### config.mk
export PLATFORM = sky130hd
export DESIGN_NAME = bin2bcd_seq
export DESIGN_NICKNAME = d
export VERILOG_FILES = /design/src/rtl/bcd_pkg.sv /design/src/rtl/bcd_digit_adj.sv /design/src/rtl/bin2bcd_seq.sv
export SDC_FILE = /design/constraint.sdc
export NUM_CORES = 1
export LEC_CHECK = 0
export CORE_MARGIN = 4
export CORE_UTILIZATION = 55
export DETAILED_ROUTE_END_ITERATION = 6
export GPL_TIMING_DRIVEN = 0
export MAX_ROUTING_LAYER = met4
export PLACE_DENSITY = 0.8
export SLEW_MARGIN = 40
export SYNTH_ARGS = -nofsm -noshare
export SYNTH_HDL_FRONTEND = slang
export SYNTH_SLANG_ARGS = --single-unit
### constraint.sdc
create_clock -name clk -period 2.4 [get_ports clk]
set_clock_uncertainty 0.1 [all_clocks]
set_input_delay 0.36 -clock clk [delete_from_list [all_inputs] [get_ports clk]]
set_output_delay 0.36 -clock clk [all_outputs]
set_load 0.02 [all_outputs]
### src/rtl/bcd_pkg.sv
// Shared types and constants for the sequential binary-to-BCD converter.
// Used by the converter top and its per-digit adjust cell.
package bcd_pkg;

  typedef enum logic {
    IDLE,
    SHIFT
  } state_t;

  // Digit pattern shown on every position when the input is out of range
  localparam logic [3:0] BCD_ERR_DIGIT  = 4'hE;
  localparam logic [3:0] BCD_ADJ_THRESH = 4'd5;

endpackage

### src/rtl/bcd_digit_adj.sv
// One BCD digit of the double-dabble correction: add 3 when the digit is 5 or more,
// so the following left shift carries correctly into the next decimal position.
module bcd_digit_adj
  import bcd_pkg::*;
(
  input  logic [3:0] digit,
  output logic [3:0] adjusted
);

  assign adjusted = (digit >= BCD_ADJ_THRESH) ? digit + 4'd3 : digit;

endmodule

### src/rtl/bin2bcd_seq.sv
// Sequential shift-and-add-3 converter feeding the seven-segment scanner.
// bcd_out only changes when a conversion completes, so the display never shows partial results.
module bin2bcd_seq
  import bcd_pkg::*;
#(
  parameter int BIN_W   = 14,
  parameter int DIGITS  = 4,
  parameter int MAX_VAL = 9999
) (
  input  logic                  clk,
  input  logic                  rst_n,
  input  logic                  start,
  input  logic [BIN_W-1:0]      bin_in,
  output logic                  busy,
  output logic                  done,
  output logic                  err,
  output logic [4*DIGITS-1:0]   bcd_out
);

  localparam int BCD_W = 4 * DIGITS;
  localparam int CNT_W = (BIN_W > 1) ? $clog2(BIN_W) : 1;
  localparam logic [CNT_W-1:0] CNT_INIT  = CNT_W'(BIN_W - 1);
  localparam logic [31:0]      MAX_VAL_U = 32'(MAX_VAL);

  state_t             state;
  logic [BIN_W-1:0]   shift_q;
  logic [BCD_W-1:0]   work_q;
  logic [BCD_W-1:0]   work_adj;
  logic [BCD_W-1:0]   work_next;
  logic [CNT_W-1:0]   cnt_q;
  logic               over_range;

  for (genvar g = 0; g < DIGITS; g++) begin : g_adj
    bcd_digit_adj u_adj (
      .digit    (work_q[4*g +: 4]),
      .adjusted (work_adj[4*g +: 4])
    );
  end

  // The binary MSB enters the adjusted BCD word as its new LSB
  assign work_next  = {work_adj[BCD_W-2:0], shift_q[BIN_W-1]};
  // Full-width compare so that high bits are range-checked, never truncated
  assign over_range = 32'(bin_in) > MAX_VAL_U;

  always_ff @(posedge clk) begin
    if (!rst_n) begin
      state   <= IDLE;
      shift_q <= '0;
      work_q  <= '0;
      cnt_q   <= '0;
      busy    <= 1'b0;
      done    <= 1'b0;
      err     <= 1'b0;
      bcd_out <= '0;
    end else begin
      done <= 1'b0;
      case (state)
        IDLE: begin
          if (start) begin
            if (over_range) begin
              bcd_out <= {DIGITS{BCD_ERR_DIGIT}};
              err     <= 1'b1;
              done    <= 1'b1;
            end else begin
              shift_q <= bin_in;
              work_q  <= '0;
              cnt_q   <= CNT_INIT;
              err     <= 1'b0;
              busy    <= 1'b1;
              state   <= SHIFT;
            end
          end
        end
        SHIFT: begin
          work_q  <= work_next;
          shift_q <= {shift_q[BIN_W-2:0], 1'b0};
          cnt_q   <= cnt_q - CNT_W'(1);
          if (cnt_q == '0) begin
            bcd_out <= work_next;
            done    <= 1'b1;
            busy    <= 1'b0;
            state   <= IDLE;
          end
        end
        default: state <= IDLE;
      endcase
    end
  end

endmodule

==> results.yml, run 1 <==
flow_run:
  max-cap-violations: 0
placed_design:
  dp_hpwl_mm: 4.41
  dp.cells: 401
  place.gp.congestion: 0.801
  place.port_buffers: 34
  dpl_worst_slack_ps: 158
status:
  status: "finished, final reports clean"
min_path:
  hold_class: "reg -> reg"
  whs_endpoint: "bcd_out[12]"
  hold_start: "bcd_out[12]"
  holdPathStages: 2
critical_path:
  r2r_slack_ps: 530
  rr_worst_depth: 7
  r2r-start: "cnt_q[0]"
  cp-end-kind: "flip-flop"
  cp.arrival_ps: 2020
  cp-start-kind: "primary input"
  crit_fanout: 10
  worstSetupPathType: "in -> reg"
  r2r-end: "bcd_out[14]"
  critPathRequiredTime_ps: 2460
clocking:
  numCtsBuffers: 5
  cts_buffer_depth: 2
  cts_tree: "yes"
  clock-sinks: 54
  cts_root_buffer: "clkbuf_8"
  cts_hold_buf: 0
  post-cts-setup-buffer-count: 0
  clk_pin_slew_ps: 100
  post_cts_resized: 0
  worst_skew_pair.late_latency_ps: 300
  htreeDepth: 2
grt:
  gr-total-overflow: 0
  antenna_found_initial: 0
  grt_max_degree: 16
  grt_pass1_wl_mm: 9.98
  grt_usage_pct: 20.8
  grt_pass1_vias: 2143
yosys:
  ys_types: 47
  synth_edf_count: 0
  yosysWarnings: 0
  ys_seq_area_share_pct: 39.7
  synth-xor-area-share_pct: 0.644
  synth_top_family_by_area: "compound AO/OA/AOI/OAI gates"
  synthMuxAreaShare_pct: 1.47
  syn_area_per_cell_um2: 9.07
  synth-compound-area-share_pct: 26.6
  ys_ff_latch: 54
  synth_adder_area_share_pct: 4.14
  syn-num-nets: 326
  synthFlopType: "dfxtp_1"
  synth-simple-area-share_pct: 21.8
  synth_area_um2: 2720
  synthCells: 300
  ys_async_sr_fraction_pct: 0
route:
  wire_per_inst_um: 14.6
  drt_iter0_markers: 99
  routed_via_density: 5.73
  first_pass_iters: 4
  drc: 0
  drt-total-wl_mm: 5.99
  ant_nets: 0
  vias: 2343
sta:
  finalSetupViolCount: 0
  final.min_clock_period_ps: 1970
  whs_ps: 365
  worst_pin_slew_ps: 560
  maxSlewViolCount: 0
  rsz0062_at_grt: "no"
  fin_crit_sh_pct: 81.9
  tns_ps: 0
  slew_headroom_pct: 62.6
  hold_viol_final: 0
  layout_setup_ws_ps: 434
  fmax_mhz: 509
die:
  core.rowCount: 25
  start_util_pct: 57.2
  io_pins: 36
  die_area_um2: 6130
  die_x_um: 78.3
  die_y_um: 78.3
  core-area_um2: 4750
power_and_ir_drop:
  leakagePower_nw: 1.21
  peakVddDrop_v: 0.000415
  power_density_nw_per_um2: 616
finish:
  antenna_cells: 0
  final_cells: 409
  area_growth_pct: 19.5
  layout-drive-gt1-share_pct: 10.5
  final_nets: 367
## worst max-delay path by stage
| stage | start | end | slack [ps] |
|---|---|---|---|
| 2_1_floorplan | cnt_q[0] | bcd_out[13] | 750 |
| 3_3_place_gp | bin_in[7] | work_q[3] | 150 |
| 3_5_place_dp | bin_in[7] | work_q[7] | 160 |
| 4_1_cts | bin_in[7] | work_q[7] | 460 |
| 5_1_grt | bin_in[8] | shift_q[4] | 380 |
| 6_report | bin_in[7] | work_q[7] | 430 |
## synthesized netlist by cell type, types with 4 or more instances
master	number	area (µm²)
a211oi_1	9	67.6
nand2b_1	4	25.0
nand2_1	35	131
and2_1	8	50.1
a21oi_1	17	85.1
mux2i_1	4	40.0
nand3_1	5	25.0
clkbuf_1	8	30.0
nor2b_1	13	81.3
a22o_1	5	43.8
o21ai_0	12	60.1
nor2_1	10	37.5
buf_2	8	40.0
nor3_1	4	20.0
a221o_1	11	110
o221a_1	5	56.3
and3_1	6	37.5
o221a_2	7	78.8
nor3b_1	13	97.6
dfxtp_1	54	1080
ha_1	9	113
inv_1	13	48.8
## cell usage in the layout (no fill, tap or decap), types with 2 or more instances in the layout
cell	Yosys	routed
or3_1	3	3
buf_2	8	8
o221a_1	5	5
buf_4	2	2
buf_1	2	2
nor2_1	10	10
a2111o_1	3	3
mux2i_1	4	4
clkdlybuf4s50_1	0	34
and2_1	8	8
a311oi_1	3	3
and3_1	6	6
nand3_1	5	5
nor3b_1	13	13
a31oi_1	3	3
dfxtp_1	54	54
a211oi_1	9	9
nand2b_1	4	4
nand2_1	35	35
nor2b_1	13	13
a22o_1	5	5
a221o_1	11	11
a21bo_2	3	3
o221a_2	7	7
nor3_1	4	4
a21oi_1	17	17
o41ai_1	3	3
ha_1	9	9
clkbuf_8	0	5
clkbuf_1	8	10
o21ai_0	12	12
xnor2_1	2	2
inv_1	13	13
## power breakdown
group	switching (W)	internal [W]
Clock	0.000291	0.000313
Sequential	0.0000404	0.000962
Combinational	0.000208	0.000187
Total	0.000539	0.00146
## worst max-delay path: stages
cell	delay [ps]
clkdlybuf4s50_1	480
nor4_4	370
o211ai_1	170
nand3_1	240
buf_2	320
a311oi_1	80
## metal layers
metal	vias to the layer above	part of all wire, %	GRT usage (%)
li1	1180	-	-
met1	1097	47	26.5
met2	56	47	33.8
met3	10	4.3	3.90
met4	0	1.7	6.12
met5	-	0	-
## sequential cells by signal, indices dropped and copies added, names as in the netlist
signal,count
cnt_q,4
bcd_out,16
state,1
busy,1
err,1
done,1
work_q,16
shift_q,14
## through the flow
step                      utilization, %  instance area, µm²  total power, W
after detailed placement            66.1                3140         0.00142
after floorplan                        -                2720         0.00127
after CTS                           68.4                3250         0.00201
after global placement              66.1                3140         0.00141
after global routing                68.4                3250         0.00209
final                               68.4                3250         0.00200
## cells by family (layout without fill, tap and decap cells)
logic type | count (synthesis) | count (layout)
and+or+nand+nor | 107 | 107
AOI/OAI and AO/OA | 90 | 90
DFF | 54 | 54
buffers and inverters | 34 | 76
adders and majority gates | 9 | 9
muxes | 4 | 4
xor gates and xnor gates | 2 | 2
## cell type report
type	instances	area, µm²
Tap cell	67	83.8
Clock buffer	7	76.3
Inverter	13	48.8
Timing Repair Buffer	34	340
Sequential cell	54	1080
Fill cell	402	1500
Clock inverter	1	30.0
Buffer	21	104
Multi-Input combinational cell	212	1490
No activity file was read; power rests on OpenSTA's default activity.
==> run 2: changes to the inputs <==
--- a/config.mk
+++ b/config.mk
@@ -6,11 +6,11 @@
 export NUM_CORES = 1
 export LEC_CHECK = 0
 export CORE_MARGIN = 4
-export CORE_UTILIZATION = 55
+export CORE_UTILIZATION = 49
 export DETAILED_ROUTE_END_ITERATION = 6
 export GPL_TIMING_DRIVEN = 0
 export MAX_ROUTING_LAYER = met4
-export PLACE_DENSITY = 0.8
+export PLACE_DENSITY = 0.75
 export SLEW_MARGIN = 40
 export SYNTH_ARGS = -nofsm -noshare
 export SYNTH_HDL_FRONTEND = slang
==> constraint.sdc (replaced) <==
create_clock -name clk -period 1.8 [get_ports clk]
set_clock_uncertainty 0.1 [all_clocks]
set_input_delay 0.27 -clock clk [delete_from_list [all_inputs] [get_ports clk]]
set_output_delay 0.27 -clock clk [all_outputs]
set_load 0.02 [all_outputs]
==> results.yml, run 2 (synthesis gave the netlist of run 1 again) <==
die:
  die_y_um: 82.5
  io_pins: 36
  core-area_um2: 5240
  die_area_um2: 6810
  die_x_um: 82.5
  start_util_pct: 51.9
  core.rowCount: 26
placed_design:
  dp.cells: 404
  dp_hpwl_mm: 4.58
  place.port_buffers: 34
  place.gp.congestion: 0.873
  dpl_worst_slack_ps: -383
critical_path:
  cpLargestDelayFamily: "compound AO/OA/AOI/OAI gates"
  cp.arrival_ps: 1930
  crit_path_cell_trace: "clkdlybuf4s50_1 -> nor2b_4 -> or3b_4 -> a21oi_2 -> a22o_1"
  r2r-start: "work_q[1]"
  r2r_slack_ps: 70
  cpPeakStageDelay_ps: 490
  worstSetupPathType: "in -> reg"
  cp-end-kind: "flip-flop"
  cp-start-kind: "primary input"
  critPathSlowestCell: "clkdlybuf4s50_1"
  startpoint: "start"
  cp_num_buf_inv: 1
  crit_fanout: 9
  critPathRequiredTime_ps: 1960
clocking:
  cts_root_buffer: "clkbuf_8"
  clock-sinks: 54
  clk_pin_slew_ps: 110
  numCtsBuffers: 5
  cts_tree: "yes"
  cts_buffer_depth: 2
  worst_skew_pair.late_latency_ps: 320
  cts_hold_buf: 0
  htreeDepth: 2
finish:
  layout-drive-gt1-share_pct: 15.6
  final_nets: 371
  final_cells: 416
  area_growth_pct: 21.8
  multi_input_area_um2: 1510
  final_core_util_pct: 63.2
  layout.cells.most_common_list: "dfxtp_1, nand2_1, clkdlybuf4s50_1, a21oi_1"
  antenna_cells: 0
  final_common_cell: "dfxtp_1"
  largestRegisters: "bcd_out x16, work_q x16, shift_q x14"
  sequential_cell_area_um2: 1090
  fillCellCount: 470
power_and_ir_drop:
  power_density_nw_per_um2: 787
  clockPowerShare_pct: 27.2
  seqPwrFrac_pct: 51.4
  peakVddDrop_v: 0.000443
  p_sw_share_pct: 29.7
  leakagePower_nw: 1.23
  p_int_w: 0.00183
  switchingPower_w: 0.000774
  combPwrFrac_pct: 21.4
route:
  wl_met2_mm: 3.07
  drc: 0
  met1_length_mm: 3.03
  wl_met3_um: 242
  top_layer: "met4"
  ant_nets: 0
  routed_via_density: 5.74
  drt-total-wl_mm: 6.40
  first_pass_iters: 4
  wire_per_inst_um: 15.4
  vias: 2386
  drt_iter0_markers: 140
min_path:
  hold_start: "rst_n"
  hold_class: "in -> reg"
grt:
  grt_pass1_wl_mm: 10.5
  gr-total-overflow: 0
  grt_usage_pct: 20.5
  grt_max_degree: 19
  grt_pass1_vias: 2259
  antenna_found_initial: 0
sta:
  fin_crit_sh_pct: 97.9
  whs_ps: 230
  finalSetupViolCount: 0
  worst_pin_slew_ps: 516
  fmax_mhz: 567
  layout_setup_ws_ps: 37.0
  rsz0062_at_grt: "yes"
  hold_viol_final: 0
  slew_headroom_pct: 65.6
  maxSlewViolCount: 0
  final.min_clock_period_ps: 1760
status:
  status: "finished, final reports clean"
flow_run:
  max-cap-violations: 0
## run 2: area by class of cell
type | count | area share (%)
flip-flops and latches | 54 | 32.8
multi-input cells | 212 | 45.5
well taps | 70 | 2.64
clock buffers | 5 | 2.08
clock inverters | 3 | 0.718
repair buffers | 38 | 11.2
plain buffers | 21 | 3.55
inverters | 13 | 1.47
## run 2: tightest hold or removal path, stage by stage
cell and delay [ps]:
buf_2 160, nand3_2 130, nor2b_1 50
## run 2: power by group through the flow
| stage | clock (W) | combinational, W | sequential [W] |
|---|---|---|---|
| 2_1_floorplan | 0 | 0.000287 | 0.00140 |
| 3_3_place_gp | 0 | 0.000526 | 0.00136 |
| 3_5_place_dp | 0 | 0.000534 | 0.00136 |
| 4_1_cts | 0.000732 | 0.000552 | 0.00134 |
| 5_1_grt | 0.000776 | 0.000603 | 0.00135 |
| 6_report | 0.000709 | 0.000558 | 0.00134 |
## run 2: through the flow
step / TNS, ps / area, µm² / power, W
4_1_cts: 0 / 3270 / 0.00262
2_1_floorplan: 0 / 2720 / 0.00169
3_5_place_dp: -13640 / 3150 / 0.00190
5_1_grt: -758 / 3310 / 0.00273
3_3_place_gp: -13340 / 3150 / 0.00189
6_report: 0 / 3310 / 0.00261
## run 2: layer usage
| metal | track usage (%) | vias to the layer above |
|---|---|---|
| met5 | - | - |
| met4 | 5.56 | 0 |
| met3 | 4.23 | 6 |
| met2 | 33.4 | 42 |
| met1 | 25.9 | 1152 |
| li1 | - | 1186 |
## run 2: repair_timing
action / 4_1_cts / 5_1_grt
gates resized for setup: 6 / 14
pin swaps: 0 / 3
cloned: 1 / 0
setup endpoints to repair: 18 / 46
buffers inserted: 2 / 1
## run 2: worst paths after layout
check	to	cells past startpoint
worst max-delay path	shift_q[12]	5
worst min-delay path	work_q[2]	3
worst max register to register	work_q[4]	6
worst min register to register	bcd_out[4]	2
